$ cat config.mk
export PLATFORM = sky130hd
export DESIGN_NAME = spi_ctrl
export DESIGN_NICKNAME = d
export VERILOG_FILES = /design/src/rtl/spi_pkg.sv /design/src/rtl/spi_sclk_gen.sv /design/src/rtl/spi_ctrl.sv
export SDC_FILE = /design/constraint.sdc
export NUM_CORES = 1
export LEC_CHECK = 0
export ABC_AREA = 1
export ABC_CLOCK_PERIOD_IN_PS = 2690
export CORE_ASPECT_RATIO = 1.1
export CORE_MARGIN = 3
export CORE_UTILIZATION = 65
export DETAILED_ROUTE_END_ITERATION = 7
export DONT_BUFFER_PORTS = 1
export HOLD_SLACK_MARGIN = 0.12
export PLACE_DENSITY = 0.82
export REMOVE_ABC_BUFFERS = 1
export SLEW_MARGIN = 5
export SYNTH_ARGS = -nofsm -noshare
export SYNTH_HDL_FRONTEND = slang
export SYNTH_SLANG_ARGS = --single-unit
$ cat constraint.sdc
create_clock -name clk -period 2.69 [get_ports clk]
set_clock_uncertainty 0.2 [all_clocks]
set_input_delay 0.1345 -clock clk [delete_from_list [all_inputs] [get_ports clk]]
set_output_delay 0.1345 -clock clk [all_outputs]
set_load 0.01 [all_outputs]
$ cat src/rtl/spi_pkg.sv
// Shared command codes and FSM state encoding for the byte-oriented SPI master.
package spi_pkg;

    localparam logic [1:0] CMD_SELECT   = 2'b00;
    localparam logic [1:0] CMD_DESELECT = 2'b01;
    localparam logic [1:0] CMD_XFER     = 2'b10;
    localparam logic [1:0] CMD_NOP      = 2'b11;

    typedef enum logic {
        ST_IDLE = 1'b0,
        ST_XFER = 1'b1
    } state_t;

endpackage

$ cat src/rtl/spi_sclk_gen.sv
// SCLK divider and phase toggler: while enabled, toggles sclk every HALF_DIV cycles
// and flags the cycle before each toggle with a single-cycle rise_tick/fall_tick.
module spi_sclk_gen #(
    parameter int HALF_DIV = 2
) (
    input  logic clk,
    input  logic rst,
    input  logic en,
    output logic sclk,
    output logic rise_tick,
    output logic fall_tick
);

    localparam int CW = (HALF_DIV > 1) ? $clog2(HALF_DIV) : 1;

    logic [CW-1:0] cnt;
    logic          wrap;

    assign wrap      = en && (cnt == CW'(HALF_DIV - 1));
    assign rise_tick = wrap && !sclk;
    assign fall_tick = wrap && sclk;

    // Disabling clears both counter and phase so every transfer starts from a known low phase.
    always_ff @(posedge clk or posedge rst) begin
        if (rst) begin
            cnt  <= '0;
            sclk <= 1'b0;
        end else if (!en) begin
            cnt  <= '0;
            sclk <= 1'b0;
        end else if (wrap) begin
            cnt  <= '0;
            sclk <= ~sclk;
        end else begin
            cnt  <= cnt + CW'(1);
        end
    end

endmodule

$ cat src/rtl/spi_ctrl.sv
// Mode-0, MSB-first SPI master with explicit chip-select commands and 8-bit
// full-duplex transfers; ready is simply "FSM is idle".
module spi_ctrl
    import spi_pkg::*;
#(
    parameter int HALF_DIV = 2
) (
    input  logic       clk,
    input  logic       rst,
    input  logic [1:0] cmd,
    input  logic       start,
    input  logic [7:0] data,
    output logic       ready,
    output logic [7:0] rx_data,
    output logic       sclk,
    output logic       ss,
    input  logic       miso,
    output logic       mosi
);

    state_t     state;
    state_t     next_state;
    logic [7:0] shreg;
    logic [2:0] bitcnt;
    logic       rise_tick;
    logic       fall_tick;
    logic       last_fall;

    assign ready     = (state == ST_IDLE);
    assign last_fall = fall_tick && (bitcnt == 3'd0);

    spi_sclk_gen #(
        .HALF_DIV (HALF_DIV)
    ) u_sclk_gen (
        .clk       (clk),
        .rst       (rst),
        .en        (state == ST_XFER),
        .sclk      (sclk),
        .rise_tick (rise_tick),
        .fall_tick (fall_tick)
    );

    always_ff @(posedge clk or posedge rst) begin
        if (rst) begin
            state <= ST_IDLE;
        end else begin
            state <= next_state;
        end
    end

    // Commands are only honoured in IDLE; a start during a transfer is dropped, not queued.
    always_comb begin
        next_state = state;
        case (state)
            ST_IDLE: begin
                if (start && (cmd == CMD_XFER)) begin
                    next_state = ST_XFER;
                end
            end
            ST_XFER: begin
                if (last_fall) begin
                    next_state = ST_IDLE;
                end
            end
            default: next_state = ST_IDLE;
        endcase
    end

    always_ff @(posedge clk or posedge rst) begin
        if (rst) begin
            ss      <= 1'b1;
            mosi    <= 1'b0;
            shreg   <= 8'h00;
            bitcnt  <= 3'd0;
            rx_data <= 8'h00;
        end else if (state == ST_IDLE) begin
            if (start) begin
                case (cmd)
                    CMD_SELECT:   ss <= 1'b0;
                    CMD_DESELECT: ss <= 1'b1;
                    CMD_XFER: begin
                        shreg  <= data;
                        bitcnt <= 3'd7;
                        mosi   <= data[7];
                    end
                    default: ;
                endcase
            end
        end else begin
            // After a rise the next outgoing bit has already moved into shreg[7].
            if (rise_tick) begin
                shreg <= {shreg[6:0], miso};
            end
            if (fall_tick) begin
                if (bitcnt == 3'd0) begin
                    rx_data <= shreg;
                    mosi    <= 1'b0;
                end else begin
                    bitcnt  <= bitcnt - 3'd1;
                    mosi    <= shreg[7];
                end
            end
        end
    end

endmodule

==> results of run 1 <==
## routing by layer
layer  share of wire, %  vias up  GRT usage [%]
met3                9.4       13           6.87
met1                 39      517           40.4
met5                  0        -              0
li1                   -      537              -
met2                 48       84           45.8
met4                2.9        0           11.2
## state kept, by name (all words and copies together), names as in the netlist
name	cells
shreg	8
bitcnt	3
state	1
rx_data	8
ss	1
u_sclk_gen.cnt	1
u_sclk_gen.sclk	1
mosi	1
## worst max path at each step
stage | end | slack, ps | startpoint
final | shreg[0]$_DFFE_PP0P_ | 230 | state$_DFF_PP0_
after CTS | shreg[0]$_DFFE_PP0P_ | 30 | state$_DFF_PP0_
after detailed placement | shreg[2]$_DFFE_PP0P_ | 920 | state$_DFF_PP0_
after global placement | shreg[1]$_DFFE_PP0P_ | 970 | state$_DFF_PP0_
after global routing | shreg[0]$_DFFE_PP0P_ | 160 | state$_DFF_PP0_
after floorplan | shreg[7]$_DFFE_PP0P_ | 1200 | state$_DFF_PP0_
## cells in the mapped netlist
master    n
ha_1      2
dfstp_2   1
inv_1    10
dfrtp_1  23
or2_1     1
nand3_2   2
nand3_1  13
nor2_8    1
nor2_1    3
inv_2     1
o21ai_1  10
nor3_1    1
inv_4     1
nand3_4   1
nand2_2   3
o21a_1    1
nand2_4   3
buf_4     2
nand2_1  76
buf_6     3
## cell usage in the layout, fill, tap and decap left out, types with 2 or more instances in the layout
| cell type | netlist | routed |
|---|---|---|
| nand2_2 | 3 | 3 |
| inv_1 | 10 | 10 |
| ha_1 | 2 | 2 |
| nand3_2 | 2 | 2 |
| o21ai_1 | 10 | 10 |
| dfrtp_1 | 23 | 22 |
| nand3_1 | 13 | 13 |
| nand2_4 | 3 | 3 |
| nand2_1 | 76 | 76 |
| dlygate4sd3_1 | 0 | 24 |
| clkbuf_4 | 0 | 3 |
| nor2_1 | 3 | 3 |
## power by group
part	internal (mW)	switching, mW
sequential	0.533	0.215
clock	0.151	0.120
combinational	0.273	0.435
## stage by stage
step                power, mW  utilization [%]  hold WS [ps]
finish                   1.73             85.0           223
floorplan                1.18                -         -51.6
global route             1.86             85.0           284
detailed placement       1.32             68.7          50.8
CTS                      1.67             84.9           247
global placement         1.29             68.7          45.3
## worst reg2reg max path, delay by kind of cell (launching register included)
family	cells	cell delay (ps)
and+or+nand+nor	4	270
DFF	1	640
buffers and inverters	3	1260
## final cells by class
class                           instances  area share [%]
Clock buffer                            3            1.47
Clock inverter                          1            1.96
Inverter                               12            3.10
Multi-Input combinational cell        117            36.9
Sequential cell                        24            39.4
Tap cell                               18            1.47
Timing Repair Buffer                   24            15.7
## cell families (layout without fill, tap and decap cells)
group                    count (synthesis)  count (layout)
adder cells (fa/ha/maj)                  2               2
buffers and inverters                   17              40
AO/OA/AOI/OAI                           11              11
flip-flops                              24              24
AND/OR/NAND/NOR                        104             104
## repair_timing
action / CTS / global route
hold endpoints to repair: 37 / 0
endpoints found under the setup margin: 0 / 1
hold buffers: 24 / 0
gates resized for setup: 0 / 1
==> results_dict.tcl, run 1 <==
set metrics [dict create \
    regArea_um2 603 \
    globalplace.congestion 0.825 \
    cts_inserted_buffers 3 \
    vdd_drop_max_mv 0.881 \
    clock_sinks 24 \
    r2r_slack_ps 230 \
    drc_errors 0 \
    crit_buf_inv 3 \
    end_kind "register" \
    status "completed" \
    synth-xor-area-share_pct 0 \
    wl_per_cell_um 16.1 \
    synthMuxAreaShare_pct 0 \
    initial_core_util_pct 70.1 \
    power.density_nw_per_um2 1130 \
    final-instance-count-excl-fill 199 \
    synth_fa_ha_area_share_pct 1.98 \
    core_um2 1800 \
    num_rows 16 \
    num_vias 1151 \
    grt_pass1_wl_um 5160 \
    cts_buffer_depth 2 \
    critPathLaunchType "register" \
    die_x_um 48.0 \
    slew_violations 0 \
    drt_iter0_drc 65 \
    dp_worst_setup_slack_ps 924 \
    synth_area_leader_cell "dfrtp_1" \
    ys_seq_area_share_pct 47.6 \
    critPathKind "register to register" \
    grt_max_degree 25 \
    ant_nets 0 \
    grt_use_total_pct 29.9 \
    hp-class "input port to async pin" \
    die_y_um 52.2 \
    globalRouteOverflowTotal 0 \
    ioPinCount 26 \
    reg2reg_from "state$_DFF_PP0_" \
    reg2regPathDepth 7 \
    setup_tns_ps 0 \
    max_stage_delay_ps 640 \
    diodes 0 \
    setup_viol 0 \
    antenna_found_initial 0 \
    crit_path_max_fanout 18 \
    grt_pass1_vias 1097 \
    crit_path_frequent_cell "nand2_1" \
    max_freq_mhz 407 \
    cp_slowest_cell "dfrtp_2" \
    port_buffers 0 \
    fill_cells 95 \
    cellLeakagePower_nw 0.785 \
    htreeDepth 1 \
    synthTopCellsByArea "dfrtp_1 46%, nand2_1 23%, nand3_1 5.1%" \
    vias_per_cell 5.78 \
    place_area_um2 1240 \
    path_clk_slew_ps 140 \
    synth-compound-area-share_pct 4.55 \
    netlist_instances 158 \
    r2r-end "shreg[0]$_DFFE_PP0P_" \
    ys_seq_elements 24 \
    crit_family "buffers and inverters" \
    worst_pin_slew_ps 910 \
    dp_hpwl_um 1690 \
    hold_viol 0 \
    cts-root-buf "clkbuf_4" \
    layout-drive-gt1-share_pct 9.94 \
    insertion_delay_ps 330 \
    firstDrtPassIters 5 \
    crit_cells 7 \
    routed_wl_um 3200 \
    arrival_ps 2500 \
    maxSlewHeadroom_pct 39.2 \
    max_cap_violations 0 \
    fin_crit_sh_pct 91.3 \
    place_inst 171 \
    synth_area_um2 1260 \
    synth_top_family_by_area "simple AND/OR/NAND/NOR gates" \
    dieArea_um2 2510 \
    area_delta_synth_final_pct 21.2 \
    cp_cell_sequence "inv_4 > nand2_1 > nand2_1 > dlygate4sd3_1 > nand3_1 > dlygate4sd3_1 > nand2_1" \
    cts_tree "built" \
    yosysUniqueCellTypes 20 \
    nNetsFinal 198 \
    fin_area_um2 1530 \
    final.setup.worst_slack_ps 234 \
    avgSynthCellArea_um2 8.00 \
    period_minus_slack_ps 2460 \
    yosysTopAreaCellShare_pct 45.5 \
    cts_setup_buffers 0 \
    yosys.area_share.simple_pct 38.2 \
    rsz0062_at_grt "false" \
    cp_data_required_time_ps 2740 \
    multi_input_area_um2 566 \
    yosysWarningCount 0 \
]
(Power assumes the default switching activity.)
==> inputs of run 2 (changes only) <==
--- a/config.mk
+++ b/config.mk
@@ -5,7 +5,6 @@
 export SDC_FILE = /design/constraint.sdc
 export NUM_CORES = 1
 export LEC_CHECK = 0
-export ABC_AREA = 1
 export ABC_CLOCK_PERIOD_IN_PS = 2690
 export CORE_ASPECT_RATIO = 1.1
 export CORE_MARGIN = 3
==> run 2 against run 1 <==
Against the previous run: cell count shrank 40%; clock power shrank 4%; sequential share of layout area increased by 5.0 points; setup slack better by 400 ps; routed wire length fell by 35%; sequential power is 4.9% lower; die area shrank 8.0%; combinational power shrank 16%; sequential cell count unchanged; clock-buffer cell count unchanged; cell area shrank 11%; critical path type unchanged; highest routed layer unchanged.
==> results_dict.tcl, run 2 <==
set metrics [dict create \
    status "completed" \
    crit_path_max_fanout 17 \
    maxSlewHeadroom_pct 41.6 \
    htreeDepth 1 \
    setup_viol 0 \
    grt_max_degree 25 \
    cellLeakagePower_nw 0.627 \
    die_y_um 50.1 \
    hp-class "input port to async pin" \
    cts_setup_buffers 0 \
    insertion_delay_ps 310 \
    yosysWarningCount 0 \
    avgSynthCellArea_um2 13.4 \
    fin_crit_sh_pct 76.6 \
    num_rows 15 \
    reg_top3 "rx_data x8, shreg x8, bitcnt x3" \
    final_common_cell "dfrtp_1" \
    critPathLaunchType "register" \
    synthTopCellsByArea "dfrtp_1 50%, mux2_2 16%, mux2_4 10%" \
    crit_family "buffers and inverters" \
    multi_input_area_um2 500 \
    initial_core_util_pct 71.2 \
    area_delta_synth_final_pct 18.1 \
    synth_flop_cell "dfrtp_1" \
    die_x_um 46.1 \
    hold_viol 0 \
    ys_seq_elements 24 \
    fill_cells 84 \
    yosysMostFrequentCell "dfrtp_1" \
    layout-drive-gt1-share_pct 31.1 \
    fin_util_pct 84.0 \
    routed_wl_um 2090 \
    max_cap_violations 0 \
    critPathKind "register to register" \
    arrival_ps 2070 \
    power.density_nw_per_um2 1160 \
    path_clk_slew_ps 140 \
    clock_sinks 24 \
    cp_data_required_time_ps 2700 \
    cts_tree "built" \
    num_vias 721 \
    max_stage_delay_ps 550 \
    ys_seq_area_share_pct 52.4 \
    port_buffers 0 \
    grt_use_total_pct 21.1 \
    crit_buf_inv 2 \
    synthTopCellsByCount "23 x dfrtp_1, 16 x mux2_2, 8 x mux2_4, 6 x inv_1" \
    worst_pin_slew_ps 875 \
    synth_async_sr_flop_share_pct 100 \
    cts-resized-gates 0 \
    cts_buffer_depth 2 \
    final_cell_mix "23 x dfrtp_1, 16 x mux2_2, 15 x dlygate4sd3_1, 8 x mux2_4, 6 x inv_1" \
    netlist_instances 86 \
    dieArea_um2 2310 \
    globalRouteOverflowTotal 0 \
    regArea_um2 602 \
    final-instance-count-excl-fill 120 \
    yosysUniqueCellTypes 28 \
    globalplace.congestion 0.833 \
    cts-root-buf "clkbuf_4" \
    rsz0062_at_grt "false" \
    cts_inserted_buffers 3 \
    cp_cell_sequence "buf_4 > mux2_2 > dlygate4sd3_1 > mux2_4" \
    cp_slowest_cell "dlygate4sd3_1" \
    grt_pass1_vias 836 \
    ant_nets 0 \
    synth_area_um2 1150 \
    drc_errors 0 \
    nNetsFinal 120 \
    place_inst 101 \
    slew_violations 0 \
    synth_area_leader_cell "dfrtp_1" \
    firstDrtPassIters 4 \
    antenna_found_initial 0 \
    core_um2 1610 \
    total_power_mw 1.57 \
    grt_pass1_wl_um 3570 \
    period_minus_slack_ps 2060 \
    max_freq_mhz 485 \
    vdd_drop_max_mv 0.748 \
    yosysTopAreaCellShare_pct 50.1 \
    diodes 0 \
    drt_iter0_drc 11 \
    vias_per_cell 6.01 \
    end_kind "register" \
    dp_hpwl_um 1420 \
    synth_edf_count 0 \
    ioPinCount 26 \
    wl_per_cell_um 17.4 \
    setup_tns_ps 0 \
]
-- run 2: changes by cell type after synthesis, moves of 3 or more --
cell / previous run / this run
nand2_1: 76 / 3
mux2_4: 0 / 8
nand3_1: 13 / 1
o21ai_1: 10 / 0
mux2_2: 0 / 16
nand2_2: 3 / 0
a211oi_1: 0 / 3
inv_1: 10 / 6
nand2_4: 3 / 0
-- run 2: cell families after synthesis --
| logic type | synth area share [%] |
|---|---|
| mux | 26.1 |
| buf+inv | 4.03 |
| compound gates | 6.75 |
| simple gates | 7.74 |
| fa+ha+maj | 2.18 |
| xor+xnor | 0.763 |
| flops | 52.4 |
-- run 2: cell type report --
type	instances	share of cell area, %
multi-input cells	53	36.9
clock inverters	1	2.21
well taps	17	1.57
inverters	6	1.66
clock buffers	3	1.66
flip-flops and latches	24	44.4
repair buffers	16	11.6
-- run 2: final timing paths --
check / start / end / slack [ps] / cells after the start
worst max-delay path: state$_DFF_PP0_ / shreg[0]$_DFFE_PP0P_ / 630 / 4
worst min-delay path: rst / shreg[2]$_DFFE_PP0P_ / 220 / 2
worst max register to register: state$_DFF_PP0_ / shreg[0]$_DFFE_PP0P_ / 630 / 4
worst min register to register: bitcnt[0]$_DFFE_PP0P_ / bitcnt[0]$_DFFE_PP0P_ / 330 / 1
max in group asynchronous: rst / u_sclk_gen.cnt$_DFF_PP0_ / 1530 / 2
min in group clk: bitcnt[0]$_DFFE_PP0P_ / bitcnt[0]$_DFFE_PP0P_ / 330 / 1
-- run 2: timing repair --
action	in CTS	in global routing
hold buffers	15	0
setup endpoints to repair	0	0
hold endpoints to repair	35	0
-- run 2: worst register-to-register path: stages (launching register included) --
cell	delay (ps)
dfrtp_1	370
buf_4	230
mux2_2	360
dlygate4sd3_1	550
mux2_4	250
-- run 2: metal layers --
layer  GRT usage, %  part of all wire, %
met1           24.9                   39
met2           34.9                   53
met3           4.38                  4.9
met4           10.4                  2.3
met5              0                    0
-- run 2: power breakdown --
part	leakage [nW]	internal [mW]	switching (mW)
logic	0.307	0.366	0.231
registers	0.292	0.539	0.173
clock network	0.0279	0.151	0.109
-- run 2: stage by stage --
stage	worst slack, ps	hold slack, ps	area (um^2)
after global routing	561	300	1360
after global placement	844	40.8	1150
after detailed placement	845	53.6	1150
after CTS	632	250	1360
final	630	221	1360
after floorplan	754	-51.6	1120
